**config.mk**
```make
export PLATFORM = sky130hd
export DESIGN_NAME = uart_tx_fifo_param
export DESIGN_NICKNAME = d
export VERILOG_FILES = /design/src/rtl/uart_tx_fifo_param.sv
export SDC_FILE = /design/constraint.sdc
export NUM_CORES = 1
export LEC_CHECK = 0
export ABC_AREA = 1
export BUFFER_PORTS_ARGS = -buffer_cell sky130_fd_sc_hd__buf_2
export CAP_MARGIN = 20
export CORE_MARGIN = 2
export CORE_UTILIZATION = 45
export DETAILED_ROUTE_END_ITERATION = 12
export MAX_ROUTING_LAYER = met4
export SLEW_MARGIN = 20
export SYNTH_ARGS = -nofsm -noshare
export SYNTH_HDL_FRONTEND = slang
export SYNTH_SLANG_ARGS = --single-unit
```
**constraint.sdc**
```tcl
create_clock -name sys_clk -period 1.5 [get_ports sys_clk]
set_input_delay 0.15 -clock sys_clk [delete_from_list [all_inputs] [get_ports sys_clk]]
set_output_delay 0.15 -clock sys_clk [all_outputs]
set_load 0.1 [all_outputs]
```
**src/rtl/uart_tx_fifo_param.sv**
```systemverilog
// uart_tx_fifo_param: UART transmitter with a word FIFO ahead of the serialiser.
// Frame format (data bits, parity, stop bits) is fixed at elaboration.
module uart_tx_fifo_param #(
  parameter int SYS_CLK_FRE = 50_000_000,
  parameter int BPS         = 9_600,
  parameter int DATA_BITS   = 8,
  parameter int PARITY      = 0,
  parameter int STOP_BITS   = 1,
  parameter int FIFO_DEPTH  = 4
) (
  input  logic                          sys_clk,
  input  logic                          sys_rst,
  input  logic [DATA_BITS-1:0]          tx_data,
  input  logic                          tx_valid,
  output logic                          tx_ready,
  output logic                          uart_txd,
  output logic                          tx_busy,
  output logic [$clog2(FIFO_DEPTH):0]   fifo_level
);

  localparam int BPS_CNT = SYS_CLK_FRE / BPS;
  localparam int CW = (BPS_CNT > 1) ? $clog2(BPS_CNT) : 1;
  localparam int AW = (FIFO_DEPTH > 1) ? $clog2(FIFO_DEPTH) : 1;
  localparam int LW = $clog2(FIFO_DEPTH) + 1;

  if (DATA_BITS < 5 || DATA_BITS > 9) begin : g_bad_data_bits
    $error("uart_tx_fifo_param: DATA_BITS must be 5..9");
  end
  if (PARITY < 0 || PARITY > 2) begin : g_bad_parity
    $error("uart_tx_fifo_param: PARITY must be 0, 1 or 2");
  end
  if (STOP_BITS < 1 || STOP_BITS > 2) begin : g_bad_stop_bits
    $error("uart_tx_fifo_param: STOP_BITS must be 1 or 2");
  end
  if (BPS_CNT < 2) begin : g_bad_bps_cnt
    $error("uart_tx_fifo_param: SYS_CLK_FRE/BPS must be >= 2");
  end
  if (FIFO_DEPTH < 2 || (FIFO_DEPTH & (FIFO_DEPTH - 1)) != 0) begin : g_bad_depth
    $error("uart_tx_fifo_param: FIFO_DEPTH must be a power of 2, >= 2");
  end

  typedef enum logic [2:0] {
    S_IDLE,
    S_START,
    S_DATA,
    S_PARITY,
    S_STOP
  } state_t;

  logic [DATA_BITS-1:0] mem [FIFO_DEPTH];
  logic [AW-1:0]        wr_ptr_q;
  logic [AW-1:0]        rd_ptr_q;
  logic [LW-1:0]        level_q;
  logic [LW-1:0]        level_d;
  logic                 ready_q;
  logic                 push;
  logic                 pop;
  logic [DATA_BITS-1:0] head;

  state_t               state_q;
  state_t               state_d;
  logic [CW-1:0]        cnt_q;
  logic [CW-1:0]        cnt_d;
  logic [3:0]           idx_q;
  logic [3:0]           idx_d;
  logic [DATA_BITS-1:0] shift_q;
  logic [DATA_BITS-1:0] shift_d;
  logic                 par_q;
  logic                 par_d;
  logic                 txd_q;
  logic                 txd_d;
  logic                 busy_q;
  logic                 busy_d;
  logic                 cnt_last;

  assign push       = tx_valid && ready_q;
  assign head       = mem[rd_ptr_q];
  assign cnt_last   = (cnt_q == CW'(BPS_CNT - 1));

  assign tx_ready   = ready_q;
  assign uart_txd   = txd_q;
  assign tx_busy    = busy_q;
  assign fifo_level = level_q;

  // FIFO storage; contents need no reset, the pointers define validity
  always_ff @(posedge sys_clk) begin
    if (push) mem[wr_ptr_q] <= tx_data;
  end

  // next FIFO level from simultaneous push/pop
  always_comb begin
    level_d = level_q;
    if (push && !pop) level_d = level_q + LW'(1);
    else if (!push && pop) level_d = level_q - LW'(1);
  end

  // FIFO pointers, level and registered ready
  always_ff @(posedge sys_clk) begin
    if (sys_rst) begin
      wr_ptr_q <= '0;
      rd_ptr_q <= '0;
      level_q  <= '0;
      ready_q  <= 1'b1;
    end else begin
      if (push) wr_ptr_q <= wr_ptr_q + AW'(1);
      if (pop) rd_ptr_q <= rd_ptr_q + AW'(1);
      level_q <= level_d;
      ready_q <= (level_d != LW'(FIFO_DEPTH));
    end
  end

  // frame sequencing, pop decisions and next line level
  always_comb begin
    state_d = state_q;
    cnt_d   = cnt_last ? '0 : cnt_q + CW'(1);
    idx_d   = idx_q;
    shift_d = shift_q;
    par_d   = par_q;
    pop     = 1'b0;
    txd_d   = 1'b1;
    unique case (state_q)
      S_IDLE: begin
        cnt_d = '0;
        idx_d = '0;
        if (level_q != '0) begin
          pop     = 1'b1;
          shift_d = head;
          par_d   = (PARITY == 1) ? ~^head : ^head;
          state_d = S_START;
        end
      end
      S_START: begin
        txd_d = 1'b0;
        if (cnt_last) begin
          idx_d   = '0;
          state_d = S_DATA;
        end
      end
      S_DATA: begin
        txd_d = shift_q[0];
        if (cnt_last) begin
          shift_d = shift_q >> 1;
          if (idx_q == 4'(DATA_BITS - 1)) begin
            idx_d   = '0;
            state_d = (PARITY != 0) ? S_PARITY : S_STOP;
          end else begin
            idx_d = idx_q + 4'd1;
          end
        end
      end
      S_PARITY: begin
        txd_d = par_q;
        if (cnt_last) begin
          idx_d   = '0;
          state_d = S_STOP;
        end
      end
      S_STOP: begin
        txd_d = 1'b1;
        if (cnt_last) begin
          if (idx_q == 4'(STOP_BITS - 1)) begin
            idx_d = '0;
            if (level_q != '0) begin
              pop     = 1'b1;
              shift_d = head;
              par_d   = (PARITY == 1) ? ~^head : ^head;
              state_d = S_START;
            end else begin
              state_d = S_IDLE;
            end
          end else begin
            idx_d = idx_q + 4'd1;
          end
        end
      end
      default: begin
        state_d = S_IDLE;
      end
    endcase
  end

  // busy covers the pop cycle, the frame on the line and any queued word
  always_comb begin
    busy_d = (state_q != S_IDLE) || (state_d != S_IDLE) || (level_d != '0);
  end

  // FSM registers and registered line/busy outputs
  always_ff @(posedge sys_clk) begin
    if (sys_rst) begin
      state_q <= S_IDLE;
      cnt_q   <= '0;
      idx_q   <= '0;
      shift_q <= '0;
      par_q   <= 1'b0;
      txd_q   <= 1'b1;
      busy_q  <= 1'b0;
    end else begin
      state_q <= state_d;
      cnt_q   <= cnt_d;
      idx_q   <= idx_d;
      shift_q <= shift_d;
      par_q   <= par_d;
      txd_q   <= txd_d;
      busy_q  <= busy_d;
    end
  end

endmodule

```
==> impl_metrics.json, run 1 <==
{
  "drtPass1Iterations": 4,
  "violations": "negative setup slack",
  "crit_family": "simple AND/OR/NAND/NOR gates",
  "synth_seq_cells": 73,
  "placedCellCount": 565,
  "path_buf_inv": 2,
  "fp.coreArea_mm2": 0.00733,
  "muxShareOfSynthArea": 0,
  "setup_violations": 6,
  "antenna_found_initial": 0,
  "first_iter_violations": 108,
  "drc": 0,
  "synthAdderAreaFrac": 0.0364,
  "die_x_um": 91.4,
  "synth_compound_area_frac": 0.0822,
  "yosys.cell_types.count": 33,
  "num_io_pins": 17,
  "initial_core_util": 0.469,
  "clkLatencyLatePin_ns": 0.35,
  "areaGrowthSynthToFinish_pct": 38.5,
  "dieArea_mm2": 0.00836,
  "synth.avg_cell_area_um2": 8.58,
  "avgRoutedWirePerCell_um": 12.3,
  "cts_tree": "built",
  "min-delay-path-class": "input port to flip-flop",
  "cp_data_required_time_ns": 1.74,
  "nets": 511,
  "slew_viol_final": 0,
  "end_kind": "flip-flop",
  "htreeDepth": 3,
  "yosysWarnings": 0,
  "n_antenna_cell": 0,
  "synth_simple_gate_area_frac": 0.267,
  "skew_ns": 0.0118,
  "synthXorXnorAreaFrac": 0.0255,
  "cp_slowest_cell": "dfxtp_4",
  "drive_gt1_frac": 0.392,
  "syn_area_mm2": 0.00344,
  "final_cell_count_no_fill": 594,
  "irDropWorstVdd_mv": 1.04,
  "critPathMaxStageDelay_ns": 0.35,
  "cp_cell_sequence": "inv_4 -> ha_4 -> inv_2 -> o21ai_4 -> a21oi_4 -> nand2_4 -> nand2_2 -> nand2_2 -> nor2_2 -> nor2_2 -> nand2_1 -> nor2_1 -> nor2_1",
  "overflow": 0,
  "syn_inst": 401,
  "place.gp.congestion": 0.822,
  "cp.arrival_ns": 1.82,
  "vias": 2853,
  "layout_commonest_cell": "nand2_1",
  "fmax_ghz": 0.634,
  "critPathMaxFanout": 7,
  "rsz0062_at_grt": "true",
  "max_cap_viol_count": 0,
  "finalSetupTns_ns": -0.231,
  "cts_sinks": 73,
  "rows": 31,
  "ant_nets": 0,
  "p_leak_nw": 1.99,
  "avgViaCountPerCell": 4.80,
  "cts_root_buf": "clkbuf_8",
  "final_cell_mix": "nand2_1, buf_4, nor2_1, inv_1, edfxtp_1",
  "status": "finished with violations",
  "grt_first_pass_wirelength_mm": 12.6,
  "cts.reportedPaths.clkPinSlew_ns": 0.08,
  "critical_path_class": "flip-flop to flip-flop",
  "ys_seq_area_frac": 0.518,
  "worst_slack_ns": -0.0781,
  "port_buffers": 16,
  "critPathLaunchType": "flip-flop",
  "finalWirelength_mm": 7.32,
  "worst_slew_pin_slew_ns": 0.486,
  "grt_pass1_vias": 2937,
  "synth_nets": 422,
  "fin_crit_sh": 1.05,
  "track_usage": 0.192,
  "synth_top_family_by_area": "simple AND/OR/NAND/NOR gates",
  "grt_max_degree": 18,
  "report.final.hold_viol_count": 0,
  "max_slew_margin": 0.678,
  "dp_hpwl_mm": 5.07,
  "period_minus_slack_ns": 1.58,
  "die_y_um": 91.4,
  "clk_path_buf_depth": 2,
  "power_density_mw_per_mm2": 1750,
  "cts_inserted_buffers": 9
}
## through the flow
step	setup slack, ns	util	hold WS, ns	total power, mW	cell area [µm²]
finish	-0.0781	0.650	0.0193	8.35	4760
global route	-0.187	0.650	0.00601	8.94	4760
CTS	-0.0391	0.624	0.00140	8.23	4570
detailed placement	-0.204	0.563	0.367	6.11	4130
global placement	-0.136	0.563	0.362	6.05	4130
floorplan	-0.200	-	0.249	5.16	3510
## where the power goes
group,switching (mW),internal (mW),total [mW]
Combinational,2.33,1.48,3.81
Clock,0.751,1.11,1.86
Sequential,0.214,2.46,2.67
## flip-flops by register name, indices dropped and copies added (netlist names), named ones only
signal	count
cnt_q	13
state_q	3
tx_ready	1
shift_q	8
uart_txd	1
fifo_level	3
mem	32
tx_busy	1
par_q	1
idx_q	4
rd_ptr_q	2
wr_ptr_q	2
## synth_stat cells, drive strengths merged
cell type / count / area share
xor2: 7 / 0.018
inv: 52 / 0.057
ha: 10 / 0.036
nor2: 51 / 0.062
dfxtp: 41 / 0.24
o21a: 1 / 0.0022
clkbuf: 3 / 0.0033
nand2: 93 / 0.11
nand3: 39 / 0.064
nor3: 9 / 0.016
nor3b: 3 / 0.0065
a21oi: 16 / 0.028
edfxtp: 32 / 0.28
xnor2: 3 / 0.0076
nand4: 6 / 0.011
a22oi: 1 / 0.0022
a211oi: 11 / 0.024
o21bai: 1 / 0.0022
a31oi: 2 / 0.0036
o21ai: 14 / 0.020
buf: 6 / 0.011
## layout make-up
cell class / count / area (µm²)
clock buffers: 10 / 128
clock inverters: 6 / 115
fillers: 614 / 2570
inverters: 52 / 208
multi-input cells: 268 / 1720
flip-flops and latches: 73 / 1810
well taps: 99 / 124
repair buffers: 86 / 661
## kinds of logic after synthesis
| family | Yosys count |
|---|---|
| buffers and inverters | 61 |
| DFF | 73 |
| adders and majority gates | 10 |
| xor gates and xnor gates | 10 |
| AOI/OAI and AO/OA | 46 |
| and+or+nand+nor | 201 |
## per-layer routing
metal / GRT usage / up-vias / share of wire
met2: 0.336 / 26 / 0.52
li1: - / 1498 / -
met1: 0.215 / 1319 / 0.44
met4: 0.0720 / 0 / 0.012
met5: - / - / 0
met3: 0.0373 / 10 / 0.023
## worst paths after layout
check	start	end	slack, ns	cells past startpoint
max	fifo_level[1]	tx_busy	-0.08	13
min reg2reg	rd_ptr_q[1]	flip-flop	0.47	2
max reg2reg	fifo_level[1]	tx_busy	-0.08	13
min	tx_data[1]	mem[2][1]	0.02	1
## worst register-to-register path, cell delays in order, from the launching register on
cell     delay, ns
dfxtp_4       0.35
inv_4         0.06
ha_4          0.12
inv_2         0.04
o21ai_4       0.17
a21oi_4       0.07
nand2_4       0.12
nand2_2       0.07
nand2_2       0.09
nor2_2        0.04
nor2_2        0.14
nand2_1       0.07
nor2_1        0.10
nor2_1        0.04
## timing repair
item / in CTS / in global routing
setup endpoints to repair: 27 / 29
hold endpoints to repair: 16 / 0
resized for setup: 36 / 57
hold buffers: 6 / 0
setup buffers: 2 / 4
cloned: 1 / 0
pin swaps: 13 / 24
(Power assumes the default switching activity.)
==> inputs of run 2 (changes only) <==
BUFFER_PORTS_ARGS = -buffer_cell sky130_fd_sc_hd__buf_4   (was -buffer_cell sky130_fd_sc_hd__buf_2)
==> run 2 against run 1 <==
Net effect:
- the run still ends with negative setup slack left
- via count down 0.25%
- combinational power up 10%
- die area unchanged
- clock power down 16%
- global-route usage up 0.052 points
- maximum frequency up 1.3%
- non-clock buffer count down 3
- worst setup slack better by 0.020 ns
- total power up 0.99%
- critical path depth down 1
==> impl_metrics.json, run 2 (same netlist as run 1, synthesis figures left out) <==
{
  "vias": 2846,
  "crit_top_cell": "nor2_4",
  "cts_root_buf": "clkbuf_8",
  "place.gp.congestion": 0.837,
  "top_register": "mem",
  "final_cell_count_no_fill": 591,
  "areaGrowthSynthToFinish_pct": 39.4,
  "design_area_mm2": 0.00480,
  "drc": 0,
  "end_kind": "flip-flop",
  "clk_path_buf_depth": 2,
  "initial_core_util": 0.469,
  "drive_gt1_frac": 0.404,
  "setup_violations": 10,
  "crit_family": "simple AND/OR/NAND/NOR gates",
  "largest_register_ffs": 32,
  "cts_inserted_buffers": 9,
  "avgViaCountPerCell": 4.82,
  "status": "finished with violations",
  "cp.arrival_ns": 1.80,
  "report.final.hold_viol_count": 0,
  "nets": 508,
  "finalWirelength_mm": 7.38,
  "critical_path_class": "flip-flop to flip-flop",
  "port_buffers": 16,
  "cp_slowest_cell": "dfxtp_2",
  "die_x_um": 91.4,
  "violations": "negative setup slack",
  "grt_max_degree": 17,
  "skew_ns": 0.00595,
  "n_antenna_cell": 0,
  "track_usage": 0.192,
  "max_slew_margin": 0.802,
  "ant_nets": 0,
  "period_minus_slack_ns": 1.56,
  "cts.reportedPaths.clkPinSlew_ns": 0.08,
  "antenna_found_initial": 0,
  "reg.largest.list": "mem x32, cnt_q x13, shift_q x8",
  "rsz0062_at_grt": "true",
  "critPathMaxStageDelay_ns": 0.36,
  "cts_tree": "built",
  "grt_first_pass_wirelength_mm": 12.6,
  "holdWs_ns": 0.0713,
  "fin_crit_sh": 1.04,
  "dieArea_mm2": 0.00836,
  "cp_cell_sequence": "ha_4 -> nand2_4 -> nor2_4 -> nand3_4 -> nand2_4 -> nand3_2 -> nand2_2 -> nor2_4 -> nor2_4 -> nand2_1 -> nor2_1 -> nor2_1",
  "rows": 31,
  "p_leak_nw": 1.98,
  "fp.coreArea_mm2": 0.00733,
  "layout_commonest_cell": "nand2_1",
  "drtPass1Iterations": 5,
  "num_io_pins": 17,
  "placed_area_mm2": 0.00407,
  "die_y_um": 91.4,
  "clkLatencyLatePin_ns": 0.35,
  "worst_slack_ns": -0.0581,
  "first_iter_violations": 86,
  "final_cell_mix": "nand2_1, buf_4, nor2_1, edfxtp_1, inv_1",
  "placedCellCount": 554,
  "worst_slew_pin_slew_ns": 0.296,
  "cts_sinks": 73,
  "critPathMaxFanout": 5,
  "fmax_ghz": 0.642,
  "post-route-util": 0.654,
  "slew_viol_final": 0,
  "critPathLaunchType": "flip-flop",
  "path_buf_inv": 0,
  "htreeDepth": 3,
  "dp_hpwl_mm": 4.93,
  "grt_pass1_vias": 2857,
  "min-delay-path-class": "input port to flip-flop",
  "overflow": 0,
  "power_density_mw_per_mm2": 1760,
  "cp_data_required_time_ns": 1.75,
  "max_cap_viol_count": 0,
  "avgRoutedWirePerCell_um": 12.5,
  "irDropWorstVdd_mv": 1.07
}
[run 2: changes by cell type in the layout (fill, tap and decap cells not counted), moves of 3 or more]
cell      change
nand2_1       -4
a211oi_1      +4
a211oi_2      -4
nand2_2       +3
buf_2        -16
buf_4        +14
buf_6         -3
[run 2: stage by stage]
stage          power [mW]  setup TNS, ns  worst slack (ns)
6_report             8.43         -0.268           -0.0581
3_3_place_gp         6.03          -1.97            -0.132
3_5_place_dp         6.09          -3.17            -0.205
2_1_floorplan        5.16          -1.71            -0.200
5_1_grt              9.04          -2.32            -0.176
4_1_cts              7.88         -0.165           -0.0550
[run 2: worst paths after layout]
kind / start / slack, ns / depth (start not counted) / to
worst min register to register: shift_q[7] / 0.48 / 2 / shift_q[7]
worst min-delay path: sys_rst / 0.07 / 2 / fifo_level[2]
worst max register to register: cnt_q[0] / -0.06 / 12 / tx_busy
worst max-delay path: cnt_q[0] / -0.06 / 12 / tx_busy
[run 2: layout make-up]
class | instances | area [µm²]
clock buffers | 9 | 124
clock inverters | 7 | 76.3
fillers | 593 | 2530
inverters | 52 | 223
multi-input cells | 268 | 1770
flip-flops and latches | 73 | 1810
well taps | 99 | 124
repair buffers | 83 | 672
[run 2: what timing repair did]
action,4_1_cts,5_1_grt
hold buffers,8,0
pin swaps,14,19
endpoints found under the setup margin,35,30
gates cloned,1,0
endpoints found under the hold margin,32,0
resized for setup,38,73
setup buffers,2,10
[run 2: worst reg2reg max path, stage by stage, from the launching register on]
cell and delay [ns]:
dfxtp_2 0.36, ha_4 0.15, nand2_4 0.05, nor2_4 0.11, nand3_4 0.12, nand2_4 0.13, nand3_2 0.09, nand2_2 0.12
nor2_4 0.05, nor2_4 0.09, nand2_1 0.06, nor2_1 0.08, nor2_1 0.04
[run 2: routing by layer]
layer	part of all wire	vias up	GRT usage
met4	0.018	0	0.0682
li1	-	1500	-
met3	0.020	11	0.0423
met1	0.45	1305	0.227
met2	0.51	30	0.322
met5	0	-	-
[run 2: power breakdown]
part / switching, mW / internal (mW) / total (mW)
Combinational: 2.49 / 1.71 / 4.20
Clock: 0.789 / 0.779 / 1.57
Sequential: 0.211 / 2.45 / 2.67
Total: 3.49 / 4.94 / 8.43
